File: config.mk
export PLATFORM = sky130hd
export DESIGN_NAME = eth_rx_frame_parser
export DESIGN_NICKNAME = d
export VERILOG_FILES = /design/src/rtl/eth_pkg.sv /design/src/rtl/crc32_d8.sv /design/src/rtl/eth_rx_frame_parser.sv
export SDC_FILE = /design/constraint.sdc
export NUM_CORES = 1
export LEC_CHECK = 0
export BUFFER_PORTS_ARGS = -buffer_cell sky130_fd_sc_hd__buf_2
export CAP_MARGIN = 20
export CORE_MARGIN = 3
export CORE_UTILIZATION = 55
export CTS_BUF_LIST = sky130_fd_sc_hd__clkbuf_16
export CTS_CLUSTER_DIAMETER = 80
export DETAILED_ROUTE_END_ITERATION = 8
export PLACE_DENSITY_LB_ADDON = 0.2
export SLEW_MARGIN = 25
export SYNTH_ARGS = -nofsm -noshare
export SYNTH_HDL_FRONTEND = slang
export SYNTH_SLANG_ARGS = --single-unit
File: constraint.sdc
create_clock -name clk -period 4.8 [get_ports clk]
set_clock_uncertainty 0.2 [all_clocks]
set_input_delay 0.72 -clock clk [delete_from_list [all_inputs] [get_ports clk]]
set_output_delay 0.72 -clock clk [all_outputs]
set_load 0.01 [all_outputs]
File: src/rtl/eth_pkg.sv
// rtl/eth_pkg.sv - Ethernet framing constants, CRC32 constants and receive parser state type
package eth_pkg;

    localparam logic [7:0]  ETH_PREAMBLE  = 8'h55;
    localparam logic [7:0]  ETH_SFD       = 8'hD5;
    localparam int          ETH_HDR_LEN   = 14;
    localparam int          ETH_FCS_LEN   = 4;

    localparam logic [31:0] CRC32_POLY    = 32'h04C11DB7;
    localparam logic [31:0] CRC32_INIT    = 32'hFFFFFFFF;
    localparam logic [31:0] CRC32_RESIDUE = 32'hC704DD7B;

    typedef enum logic [2:0] {
        ST_IDLE,
        ST_PREAMBLE,
        ST_HEAD,
        ST_PAYLOAD,
        ST_WAIT_END
    } rx_state_t;

endpackage

File: src/rtl/crc32_d8.sv
// rtl/crc32_d8.sv - combinational CRC32 next state for one byte, data LSB first
module crc32_d8
    import eth_pkg::*;
(
    input  logic [31:0] crc,
    input  logic [7:0]  data,
    output logic [31:0] crc_next
);

    always_comb begin
        crc_next = crc;
        for (int i = 0; i < 8; i++) begin
            if (crc_next[31] ^ data[i]) begin
                crc_next = {crc_next[30:0], 1'b0} ^ CRC32_POLY;
            end else begin
                crc_next = {crc_next[30:0], 1'b0};
            end
        end
    end

endmodule

File: src/rtl/eth_rx_frame_parser.sv
// rtl/eth_rx_frame_parser.sv - GMII receive parser: preamble strip, MAC filter, payload delivery, FCS check
module eth_rx_frame_parser
    import eth_pkg::*;
#(
    parameter logic [47:0] BOARD_MAC    = 48'h00_11_22_33_44_55,
    parameter bit          ACCEPT_BCAST = 1'b1,
    parameter int          MAX_LEN      = 1518
) (
    input  logic        clk,
    input  logic        rst_n,
    input  logic        gmii_rx_dv,
    input  logic [7:0]  gmii_rxd,
    output logic        rec_en,
    output logic [7:0]  rec_data,
    output logic        rec_sof,
    output logic        rec_pkt_done,
    output logic        rec_crc_err,
    output logic [15:0] rec_byte_num,
    output logic        rec_drop,
    output logic [47:0] src_mac,
    output logic [15:0] eth_type
);

    localparam logic [15:0] HDR_LAST = 16'(ETH_HDR_LEN - 1);
    localparam logic [15:0] FCS_LEN  = 16'(ETH_FCS_LEN);
    localparam logic [15:0] LEN_MAX  = 16'(MAX_LEN);

    rx_state_t     state, state_next;
    logic          dv_r;
    logic [7:0]    rxd_r;
    logic [3:0]    pre_cnt;
    logic [15:0]   byte_cnt;
    logic [15:0]   pay_cnt;
    logic [103:0]  hdr;
    logic [111:0]  hdr_next;
    logic [31:0]   dly;
    logic [31:0]   crc;
    logic [31:0]   crc_calc;
    logic          dest_ok;
    logic          pre_inc;
    logic          crc_upd;
    logic          hdr_accept;
    logic          frame_end;
    logic          len_drop;
    logic          emit;

    // Header decision uses the byte arriving this cycle, so look one byte ahead.
    assign hdr_next = {hdr, rxd_r};
    assign dest_ok  = (hdr_next[111:64] == BOARD_MAC) ||
                      (ACCEPT_BCAST && (&hdr_next[111:64]));

    crc32_d8 u_crc (
        .crc      (crc),
        .data     (rxd_r),
        .crc_next (crc_calc)
    );

    always_comb begin
        state_next = state;
        pre_inc    = 1'b0;
        crc_upd    = 1'b0;
        hdr_accept = 1'b0;
        frame_end  = 1'b0;
        len_drop   = 1'b0;
        emit       = 1'b0;
        case (state)
            ST_IDLE: begin
                if (dv_r && rxd_r == ETH_PREAMBLE) state_next = ST_PREAMBLE;
            end
            ST_PREAMBLE: begin
                if (!dv_r) begin
                    state_next = ST_IDLE;
                end else if (rxd_r == ETH_PREAMBLE) begin
                    pre_inc = 1'b1;
                end else if (rxd_r == ETH_SFD && pre_cnt >= 4'd6) begin
                    state_next = ST_HEAD;
                end else begin
                    state_next = ST_WAIT_END;
                end
            end
            ST_HEAD: begin
                if (!dv_r) begin
                    state_next = ST_IDLE;
                end else begin
                    crc_upd = 1'b1;
                    if (byte_cnt == HDR_LAST) begin
                        hdr_accept = dest_ok;
                        state_next = dest_ok ? ST_PAYLOAD : ST_WAIT_END;
                    end
                end
            end
            ST_PAYLOAD: begin
                if (!dv_r) begin
                    frame_end  = 1'b1;
                    state_next = ST_IDLE;
                end else if (byte_cnt >= LEN_MAX) begin
                    len_drop   = 1'b1;
                    state_next = ST_WAIT_END;
                end else begin
                    crc_upd = 1'b1;
                    emit    = (pay_cnt >= FCS_LEN);
                end
            end
            ST_WAIT_END: begin
                if (!dv_r) state_next = ST_IDLE;
            end
            default: state_next = ST_IDLE;
        endcase
    end

    always_ff @(posedge clk or negedge rst_n) begin
        if (!rst_n) begin
            state        <= ST_IDLE;
            dv_r         <= 1'b0;
            rxd_r        <= 8'h00;
            pre_cnt      <= 4'd0;
            byte_cnt     <= 16'd0;
            pay_cnt      <= 16'd0;
            hdr          <= '0;
            dly          <= 32'd0;
            crc          <= CRC32_INIT;
            rec_en       <= 1'b0;
            rec_data     <= 8'h00;
            rec_sof      <= 1'b0;
            rec_pkt_done <= 1'b0;
            rec_crc_err  <= 1'b0;
            rec_byte_num <= 16'd0;
            rec_drop     <= 1'b0;
            src_mac      <= 48'd0;
            eth_type     <= 16'd0;
        end else begin
            dv_r         <= gmii_rx_dv;
            rxd_r        <= gmii_rxd;
            state        <= state_next;
            rec_en       <= emit;
            rec_sof      <= emit && (pay_cnt == FCS_LEN);
            rec_pkt_done <= frame_end;
            rec_drop     <= len_drop;
            if (emit) rec_data <= dly[31:24];

            if (state == ST_IDLE) begin
                pre_cnt <= 4'd1;
            end else if (pre_inc && pre_cnt != 4'hF) begin
                pre_cnt <= pre_cnt + 4'd1;
            end

            if (state == ST_PREAMBLE) begin
                crc      <= CRC32_INIT;
                byte_cnt <= 16'd0;
                pay_cnt  <= 16'd0;
            end

            if (crc_upd) begin
                crc      <= crc_calc;
                byte_cnt <= byte_cnt + 16'd1;
            end

            if (state == ST_HEAD && dv_r) hdr <= hdr_next[103:0];

            if (hdr_accept) begin
                src_mac  <= hdr_next[63:16];
                eth_type <= hdr_next[15:0];
            end

            // The newest four bytes may be the FCS, so only the fifth-newest is released.
            if (state == ST_PAYLOAD && crc_upd) begin
                dly     <= {dly[23:0], rxd_r};
                pay_cnt <= pay_cnt + 16'd1;
            end

            if (frame_end) begin
                rec_byte_num <= (pay_cnt >= FCS_LEN) ? pay_cnt - FCS_LEN : 16'd0;
                rec_crc_err  <= (pay_cnt < FCS_LEN) || (crc != CRC32_RESIDUE);
            end
        end
    end

endmodule

==> metrics.yaml <==
placed_design:
  post-place-ws_ns: 1.40
  place_congestion: 0.826
  dpl.hpwl_mm: 17.4
  port_buffers: 103
  place_area_sq_um: 14200
detailed_routing:
  ant_nets: 0
  vias: 9385
  post_drt_wl_per_cell_um: 15.6
  drc_errors: 0
  firstDrtPassIters: 5
  drtIter0Drc: 630
  vias_per_cell: 5.36
  routed_wl_mm: 27.3
cts:
  post_cts_buffers: 0
  insertion_delay_ns: 0.55
  cts.sinks: 309
  cts_buffers: 31
  path_clk_slew_ns: 0.06
  cts.repair.resized: 0
  htree_levels: 1
  clockBufferDepth: 3
  cts_tree: "built"
  ctsRootBufferMaster: "clkbuf_16"
  hold_buffers: 0
yosys:
  synth_edf_count: 0
  synth_flop_cell: "dfrtp_1"
  netlist-cell-type-count: 52
  synthArstFlopShare_pct: 100
  yosys_warnings: 0
  synth_seq_cells: 309
  syn_inst: 1329
  syn_area_per_cell_sq_um: 10.1
  syn_area_sq_um: 13400
  ys_seq_area_share_pct: 58.2
  synth_fp_nets: 1350
layout:
  drive_above_1_share_pct: 19.9
  diodes: 0
  mostFrequentLayoutCell: "nand2_1"
  layout_common_cells: "nand2_1, dfrtp_1, buf_2"
  post-route-cell-area_sq_um: 15200
  nets: 1430
  area_growth_pct: 13.8
  final_util_pct: 64.2
sta:
  hold_violations: 0
  finalSetupTns_ns: 0
  maxSlewViolCount: 0
  finalCriticalPeriod_ns: 3.38
  fin_crit_sh_pct: 70.5
  tightest_slew_ns: 1.01
  max_freq_mhz: 295
  rsz0062_at_grt: "no"
  worst_slack_ns: 1.42
  setup_viol: 0
  relSlewSlack_pct: 32.1
critical_path:
  worstSetupPathType: "flop to flop"
  crit_buf_inv: 1
  cp.arrival_ns: 3.62
  worstPathCellList: "or4_1, nor3_1, nand4_1, a21oi_1, and4_2, buf_4, mux2_2"
  endpoint_kind: "flop"
  critPathRequiredTime_ns: 5.03
  crit_path_start_kind: "flop"
  slowest_delay_ns: 0.79
  crit_path_top_delay_cell: "and4_2"
  worst-path-stages: 7
  critical-path-top-delay-family: "simple AND/OR/NAND/NOR gates"
  cp_max_fo: 29
  reg2reg_depth: 7
hold_path:
  hp-class: "primary input to async pin"
floorplan:
  start_util_pct: 56.4
  dieWidth_um: 162
  num_rows: 56
  die_h_um: 162
  die_area_sq_um: 26200
  io-pin-count: 104
  fp.coreArea_sq_um: 23700
pwr:
  power.leakage_nw: 7.90
  power_density_nw_per_um2: 437
  ir_drop_mv: 0.323
global_route:
  antenna_found_initial: 0
  grt_max_degree: 106
  grt_pass1_vias: 9355
  grt_pass1_wl_mm: 46.5
  overflow: 0
  grtUsageTotal_pct: 21.2
job:
  maxCapViolCount: 0
run_status:
  status: "finished, final reports clean"
[path summary, 6_finish.rpt]
path                                     start                      end  slack (ns)
min reg2reg                dly[12]$_DFFE_PN0P_      dly[20]$_DFFE_PN0P_        0.26
min                                      rst_n      hdr[82]$_DFFE_PN0P_        0.02
max                        hdr[84]$_DFFE_PN0P_  src_mac[40]$_DFFE_PN0P_        1.42
max in group asynchronous                rst_n   pay_cnt[8]$_DFFE_PN0P_        3.36
min in group clk                   gmii_rxd[4]       rxd_r[4]$_DFF_PN0_        0.08
max reg2reg                hdr[84]$_DFFE_PN0P_  src_mac[40]$_DFFE_PN0P_        1.42
[synth_stat cells, types with 3 or more instances]
cell,number,area [sq um]
xor2_1,28,245
nor3_1,17,85.1
a22o_1,5,43.8
nor4_1,17,106
nand4_1,23,144
ha_1,10,125
nor4b_1,3,26.3
mux2i_1,12,120
dfstp_2,32,841
dfrtp_1,277,6930
and4_1,4,35.0
nand2b_1,4,25.0
buf_1,3,11.3
o21ai_0,28,140
mux2_2,72,811
nand2_1,456,1710
xnor2_1,59,517
and3_1,9,56.3
inv_1,13,48.8
or3_1,4,25.0
a21oi_1,44,220
clkbuf_1,58,218
nand4b_1,5,43.8
nor2_1,67,251
buf_2,7,35.0
nand3_1,21,105
o211ai_2,3,37.5
nor2b_1,3,18.8
o31ai_1,17,128
[routing by layer]
layer	GRT usage, %	part of all wire, %	vias up
met4	4.27	1.4	0
li1	-	-	4555
met2	34.5	48	172
met3	3.83	4.7	39
met5	0	0	-
met1	30.2	46	4619
[sequential cells by signal, summed over array words and instances (netlist names)]
| register | flops |
|---|---|
| dly | 32 |
| rec_sof | 1 |
| crc | 32 |
| state | 3 |
| rxd_r | 8 |
| pre_cnt | 4 |
| pay_cnt | 16 |
| dv_r | 1 |
| rec_data | 8 |
| src_mac | 48 |
| rec_en | 1 |
| rec_pkt_done | 1 |
| rec_crc_err | 1 |
| rec_drop | 1 |
| rec_byte_num | 16 |
| hdr | 104 |
| eth_type | 16 |
| byte_cnt | 16 |
[kinds of logic (layout without fill, tap and decap cells)]
logic type / after synthesis / after routing / synth area share [%]
simple gates: 647 / 647 / 20.7
buf+inv: 82 / 186 / 2.43
xor+xnor: 87 / 87 / 5.70
compound gates: 110 / 110 / 5.11
mux: 84 / 84 / 6.97
flops: 309 / 309 / 58.2
fa+ha+maj: 10 / 10 / 0.937
[metrics by stage]
step / hold WS, ns / cells / total power, mW
floorplan: 0.224 / 1329 / 3.98
global placement: 0.247 / 1695 / 4.24
detailed placement: 0.252 / 1695 / 4.25
CTS: 0.0298 / 1752 / 6.72
global route: 0.0508 / 1752 / 6.99
finish: 0.0169 / 1752 / 6.64
[report_power, final]
group / switching (mW) / total, mW / leakage [nW] / internal (mW)
registers: 0.132 / 2.94 / 4.18 / 2.81
clock network: 0.995 / 2.44 / 0.505 / 1.44
logic: 0.670 / 1.26 / 3.21 / 0.591
[layout make-up]
| class | count | area (sq um) |
|---|---|---|
| clock buffer | 31 | 776 |
| clock inverter | 26 | 258 |
| fill | 1950 | 8490 |
| inverter | 13 | 48.8 |
| multi-input combinational | 938 | 5290 |
| sequential | 309 | 7770 |
| tap | 319 | 399 |
| timing repair buffer | 116 | 652 |
Note: power is estimated with default switching activity, not from simulation.
